**src/rtl/bu_stage_sequencer.sv**
```systemverilog
// NTT/INTT stage sequencer: walks every butterfly pair of an N-point transform,
// issues read addresses and zeta indices one pair per cycle, and delays the pair
// addresses through a shift register so the butterfly results are written back in place.
module bu_stage_sequencer #(
   parameter int unsigned N      = 256,
   parameter int unsigned LOG2N  = $clog2(N),
   parameter int unsigned BU_LAT = 4
) (
   input  logic             clk_i,
   input  logic             rst_ni,
   input  logic             start_i,
   input  logic             mode_i,
   output logic             busy_o,
   output logic             done_o,
   output logic             bu_mode_o,
   output logic             rd_en_o,
   output logic [LOG2N-1:0] rd_addr_a_o,
   output logic [LOG2N-1:0] rd_addr_b_o,
   output logic [LOG2N-1:0] zeta_idx_o,
   output logic             wr_en_o,
   output logic [LOG2N-1:0] wr_addr_a_o,
   output logic [LOG2N-1:0] wr_addr_b_o
);

   // One cycle of memory read latency plus the butterfly latency.
   localparam int unsigned Depth  = 1 + BU_LAT;
   localparam int unsigned DrainW = $clog2(Depth);

   localparam logic [LOG2N-1:0] One       = LOG2N'(1);
   localparam logic [LOG2N-1:0] NMinus1   = LOG2N'(N - 1);
   localparam logic [LOG2N-1:0] LastStage = LOG2N'(LOG2N - 1);

   typedef enum logic [1:0] {StIdle, StIssue, StDrain, StDone} state_e;

   state_e state_q, state_d;

   logic              mode_q, mode_d;
   logic [LOG2N-1:0]  stage_q, stage_d;
   logic [LOG2N-1:0]  j_q, j_d;
   logic [LOG2N-1:0]  g_q, g_d;
   logic [LOG2N-1:0]  k_q, k_d;
   logic [DrainW-1:0] drain_q, drain_d;

   logic             pipe_v_q [Depth];
   logic [LOG2N-1:0] pipe_a_q [Depth];
   logic [LOG2N-1:0] pipe_b_q [Depth];

   logic [LOG2N-1:0] len;
   logic [LOG2N-1:0] j_plus_len;
   logic             issue;
   logic             group_end;
   logic             last_pair;
   logic             last_stage;
   logic             drain_end;

   // Loop-position decode: butterfly span for this stage and end-of-group/stage flags.
   always_comb begin
      len        = mode_q ? LOG2N'(N >> (stage_q + 1)) : LOG2N'(1 << stage_q);
      j_plus_len = j_q + len;
      issue      = (state_q == StIssue);
      group_end  = ((j_q - g_q) == (len - One));
      // The final pair of any stage always ends at address N-1.
      last_pair  = (j_plus_len == NMinus1);
      last_stage = (stage_q == LastStage);
      drain_end  = (drain_q == DrainW'(BU_LAT));
   end

   // FSM state register.
   always_ff @(posedge clk_i or negedge rst_ni) begin
      if (!rst_ni) begin
         state_q <= StIdle;
      end else begin
         state_q <= state_d;
      end
   end

   // FSM next-state logic.
   always_comb begin
      state_d = state_q;
      unique case (state_q)
         StIdle:  if (start_i) state_d = StIssue;
         StIssue: if (last_pair) state_d = StDrain;
         StDrain: if (drain_end) state_d = last_stage ? StDone : StIssue;
         StDone:  state_d = StIdle;
         default: state_d = StIdle;
      endcase
   end

   // FSM outputs; read-side fields are forced to 0 outside ISSUE.
   always_comb begin
      busy_o      = (state_q != StIdle);
      done_o      = (state_q == StDone);
      bu_mode_o   = mode_q;
      rd_en_o     = issue;
      rd_addr_a_o = issue ? j_q : '0;
      rd_addr_b_o = issue ? j_plus_len : '0;
      zeta_idx_o  = issue ? k_q : '0;
      wr_en_o     = pipe_v_q[Depth-1];
      wr_addr_a_o = pipe_v_q[Depth-1] ? pipe_a_q[Depth-1] : '0;
      wr_addr_b_o = pipe_v_q[Depth-1] ? pipe_b_q[Depth-1] : '0;
   end

   // Next values of the stage / group / pair / zeta / drain counters.
   always_comb begin
      mode_d  = mode_q;
      stage_d = stage_q;
      j_d     = j_q;
      g_d     = g_q;
      k_d     = k_q;
      drain_d = drain_q;
      unique case (state_q)
         StIdle: begin
            if (start_i) begin
               mode_d  = mode_i;
               stage_d = '0;
               j_d     = '0;
               g_d     = '0;
               k_d     = mode_i ? One : NMinus1;
               drain_d = '0;
            end
         end
         StIssue: begin
            if (group_end) begin
               // Wraps to 0 after the last group, ready for the next stage.
               g_d = g_q + (len << 1);
               j_d = g_q + (len << 1);
               // k runs on across stages; skip the step after the very last group.
               if (!(last_pair && last_stage)) begin
                  k_d = mode_q ? (k_q + One) : (k_q - One);
               end
            end else begin
               j_d = j_q + One;
            end
            if (last_pair) drain_d = '0;
         end
         StDrain: begin
            drain_d = drain_q + DrainW'(1);
            if (drain_end && !last_stage) stage_d = stage_q + One;
         end
         default: ;
      endcase
   end

   // Counter registers.
   always_ff @(posedge clk_i or negedge rst_ni) begin
      if (!rst_ni) begin
         mode_q  <= 1'b0;
         stage_q <= '0;
         j_q     <= '0;
         g_q     <= '0;
         k_q     <= '0;
         drain_q <= '0;
      end else begin
         mode_q  <= mode_d;
         stage_q <= stage_d;
         j_q     <= j_d;
         g_q     <= g_d;
         k_q     <= k_d;
         drain_q <= drain_d;
      end
   end

   // Write-back shift register carrying {valid, addr_a, addr_b} of each issued pair.
   always_ff @(posedge clk_i or negedge rst_ni) begin
      if (!rst_ni) begin
         for (int unsigned i = 0; i < Depth; i++) begin
            pipe_v_q[i] <= 1'b0;
            pipe_a_q[i] <= '0;
            pipe_b_q[i] <= '0;
         end
      end else begin
         pipe_v_q[0] <= issue;
         pipe_a_q[0] <= issue ? j_q : '0;
         pipe_b_q[0] <= issue ? j_plus_len : '0;
         for (int unsigned i = 1; i < Depth; i++) begin
            pipe_v_q[i] <= pipe_v_q[i-1];
            pipe_a_q[i] <= pipe_a_q[i-1];
            pipe_b_q[i] <= pipe_b_q[i-1];
         end
      end
   end

endmodule

```
**config.mk**
```make
export PLATFORM = sky130hd
export DESIGN_NAME = bu_stage_sequencer
export DESIGN_NICKNAME = d
export VERILOG_FILES = /design/src/rtl/bu_stage_sequencer.sv
export SDC_FILE = /design/constraint.sdc
export NUM_CORES = 1
export LEC_CHECK = 0
export CAP_MARGIN = 10
export CORE_MARGIN = 2
export CORE_UTILIZATION = 50
export DETAILED_ROUTE_END_ITERATION = 7
export PLACE_DENSITY_LB_ADDON = 0.15
export RECOVER_POWER = 50
export SYNTH_ARGS = -nofsm -noshare
export SYNTH_HDL_FRONTEND = slang
export SYNTH_SLANG_ARGS = --single-unit
```
**constraint.sdc**
```tcl
create_clock -name clk_i -period 5.5 [get_ports clk_i]
set_clock_uncertainty 0.2 [all_clocks]
set_input_delay 0.825 -clock clk_i [delete_from_list [all_inputs] [get_ports clk_i]]
set_output_delay 0.825 -clock clk_i [all_outputs]
set_load 0.05 [all_outputs]
```
==> metrics.cfg <==
[clocking]
clock-sinks=122
cts_tree=done
clockBufferDepth=2
post-cts-setup-buffers=0
cts-root-buf=clkbuf_16
clk_pin_slew_ns=0.05
cts_buffers=17
clkLatencyLatePin_ns=0.41
h-tree-depth=4
cts_hold_buf=0
cts_resized=1

[setup_path]
crit_type=register to output pin
cp_slowest_cell=or4b_2
r2r-start=stage_q[4]$_DFFE_PN0P_
start_kind=register
cp.required_ns=4.47
path_cells=or4_4 > or2_0 > nor2_1 > ha_1 > nor2b_1 > o31a_1 > or4b_2 > a31oi_1 > dlygate4sd2_1
worstReg2RegEnd=k_q[5]$_DFFE_PN0P_
slowest_delay_ns=0.63
reg2reg_setup_slack_ns=0.72
arrival_ns=4.21
startpoint=stage_q[4]$_DFFE_PN0P_
ff2ff_path_depth=12
crit_fanout=9
endpoint_kind=output pin
endpoint=rd_addr_b_o[6]

[die]
chipHeight_um=111.7
rows=39
start_util_pct=51.04
ios=49
die_area_sq_um=12480
coreArea_sq_um=11370
die-width_um=111.7

[grt]
antenna_found_initial=0
overflow=0
grt_max_degree=85
grt_pass1_wl_um=19950
grt_usage_pct=20.30
grt_pass1_vias=4040

[timing]
setup_viol=0
fin_crit_ns=5.236
fin_crit_sh_pct=95.19
final_hold_viol_count=0
worstMarginPinSlew_ns=2.037
rsz0062_at_grt=no
relSlewSlack_pct=-35.77
slew_viol_final=85
final.setup.tns_ns=0
max_clock_freq_ghz=0.1910

[hold_path]
hold_path_class=register to register

[placed_design]
placed_cell_area_sq_um=6392
dp_hpwl_um=8035
routabilityCongestion=0.8855
portBuffers=48
post-place-cells=705

[run_status]
violations=capacitance limit, slew limit
status=finished, violations left

[logic_synthesis]
yosys_warnings=0
ys_seq_area_share_pct=52.61
syn_avg_cell_area_sq_um=10.93
ys.flop_type=dfrtp_1
synthesis.nets=569
synthArstFlopShare_pct=100.0
synth_cells=531
synth-seq-cells=122
synth_edf_count=0
synth_cell_types=60
synth_area_sq_um=5803

[power_and_ir_drop]
powerDensity_nw_per_um2=666.8
p_leak_nw=3.252
peakVddDrop_uv=441.5

[final_layout]
drive_gt1_share_pct=8.418
stdcell_area_sq_um=7009
final_cell_mix=dfrtp_1 (122), clkdlybuf4s50_1 (46), and2_1 (41)
final_nets=619
syn2layout_area_growth_pct=20.78
fillers=912
fin_cells=737
regArea_sq_um=3053
layout_commonest_cell=dfrtp_1
n_antenna_cell=0
multi_input_area_sq_um=2555

[drt]
viasPerCell=5.526
wl_per_cell_um=15.73
drc=0
ant_nets=0
vias=4073
routed_wl_um=11600
firstDrtPassIters=6
first_iter_violations=292

[run]
cap_violations=1

-- sequential cells by signal, summed over array words and instances, names as in the netlist --
name       cells
pipe_v_q       4
state_q        2
g_q            7
j_q            8
stage_q        8
pipe_a_q      40
pipe_b_q      40
bu_mode_o      1
drain_q        3
k_q            8
wr_en_o        1
-- layer usage --
layer / vias up / GRT usage (%) / wire, um
met3: 24 / 6.532 / 518
met4: 0 / 8.477 / 289
li1: 1956 / - / -
met5: - / 0 / 0
met2: 95 / 32.12 / 5659
met1: 1998 / 25.95 / 5128
-- synth_stat cells, drive strengths merged (4+ instances only) --
| cell type | count | share of area (%) |
|---|---|---|
| clkbuf | 18 | 1.2 |
| xnor2 | 16 | 2.4 |
| nand3 | 24 | 2.1 |
| o21a | 6 | 0.78 |
| nand2 | 31 | 2.0 |
| and2 | 41 | 4.4 |
| mux2i | 4 | 0.69 |
| a21oi | 18 | 1.6 |
| fa | 4 | 1.4 |
| a22oi | 4 | 0.52 |
| mux2 | 5 | 1.3 |
| dfrtp | 122 | 53 |
| xor2 | 19 | 2.9 |
| nor3b | 7 | 0.91 |
| inv | 28 | 1.8 |
| nor3 | 11 | 1.0 |
| or2 | 4 | 0.43 |
| o21ai | 30 | 2.8 |
| nor2b | 4 | 0.43 |
| ha | 30 | 6.5 |
| and3 | 6 | 0.65 |
| or3 | 4 | 0.43 |
| nor2 | 34 | 2.2 |
| a22o | 4 | 0.60 |
| a21o | 6 | 0.78 |
| o311ai | 6 | 0.91 |
-- logic make-up (layout without fill, tap and decap cells) --
| family | count (synthesis) | after routing | share of synthesized area [%] |
|---|---|---|---|
| buffers and inverters | 48 | 111 | 3.363 |
| and+or+nand+nor | 180 | 180 | 16.62 |
| xor gates and xnor gates | 35 | 35 | 5.282 |
| muxes | 9 | 9 | 1.984 |
| adders and majority gates | 34 | 34 | 7.848 |
| DFF | 122 | 122 | 52.61 |
| AOI/OAI and AO/OA | 102 | 102 | 12.23 |
| other | 1 | 1 | 0.06462 |
-- worst max-delay path, delay by kind of cell (launching register included) --
kind | cells | cell delay [ns]
AO/OA/AOI/OAI | 2 | 0.50
flip-flops | 1 | 0.41
AND/OR/NAND/NOR | 5 | 2.03
buffers and inverters | 1 | 0.56
adder cells (fa/ha/maj) | 1 | 0.29
-- area by class of cell --
cell class / count / area share, %
clock buffer: 23 / 6.962
clock inverter: 9 / 1.946
inverter: 28 / 1.499
multi-input combinational: 361 / 36.45
sequential: 122 / 43.56
tap: 143 / 2.553
timing repair buffer: 51 / 7.033
-- report_power, final --
group	switching, W	internal [W]	total (W)
Clock	0.000384	0.000762	0.00115
Combinational	0.00132	0.000847	0.00217
Sequential	0.000199	0.00116	0.00136
-- how the worst min path moves through the flow --
stage,endpoint,slack [ns],start,cells past startpoint
after global routing,pipe_b_q[29]$_DFF_PN0_,0.15,pipe_b_q[37]$_DFF_PN0_,0
after detailed placement,pipe_a_q[28]$_DFF_PN0_,0.13,pipe_a_q[36]$_DFF_PN0_,0
after CTS,pipe_b_q[12]$_DFF_PN0_,0.14,pipe_b_q[20]$_DFF_PN0_,0
after global placement,pipe_a_q[20]$_DFF_PN0_,0.13,pipe_a_q[28]$_DFF_PN0_,0
after floorplan,pipe_a_q[0]$_DFF_PN0_,0.13,pipe_a_q[8]$_DFF_PN0_,0
final,pipe_b_q[12]$_DFF_PN0_,0.14,pipe_b_q[20]$_DFF_PN0_,0
-- stage by stage --
stage / hold WS (ns) / total power, W / worst slack, ns / util (%)
after floorplan: 0.1312 / 0.002951 / 0.6176 / -
after global placement: 0.1313 / 0.003479 / 0.4782 / 56.22
after detailed placement: 0.1347 / 0.003537 / 0.4157 / 56.22
after CTS: 0.1411 / 0.004706 / 0.2475 / 61.70
after global routing: 0.1450 / 0.004980 / 0.07574 / 61.65
final: 0.1431 / 0.004674 / 0.2643 / 61.65
No activity file was read; power rests on OpenSTA's default activity.
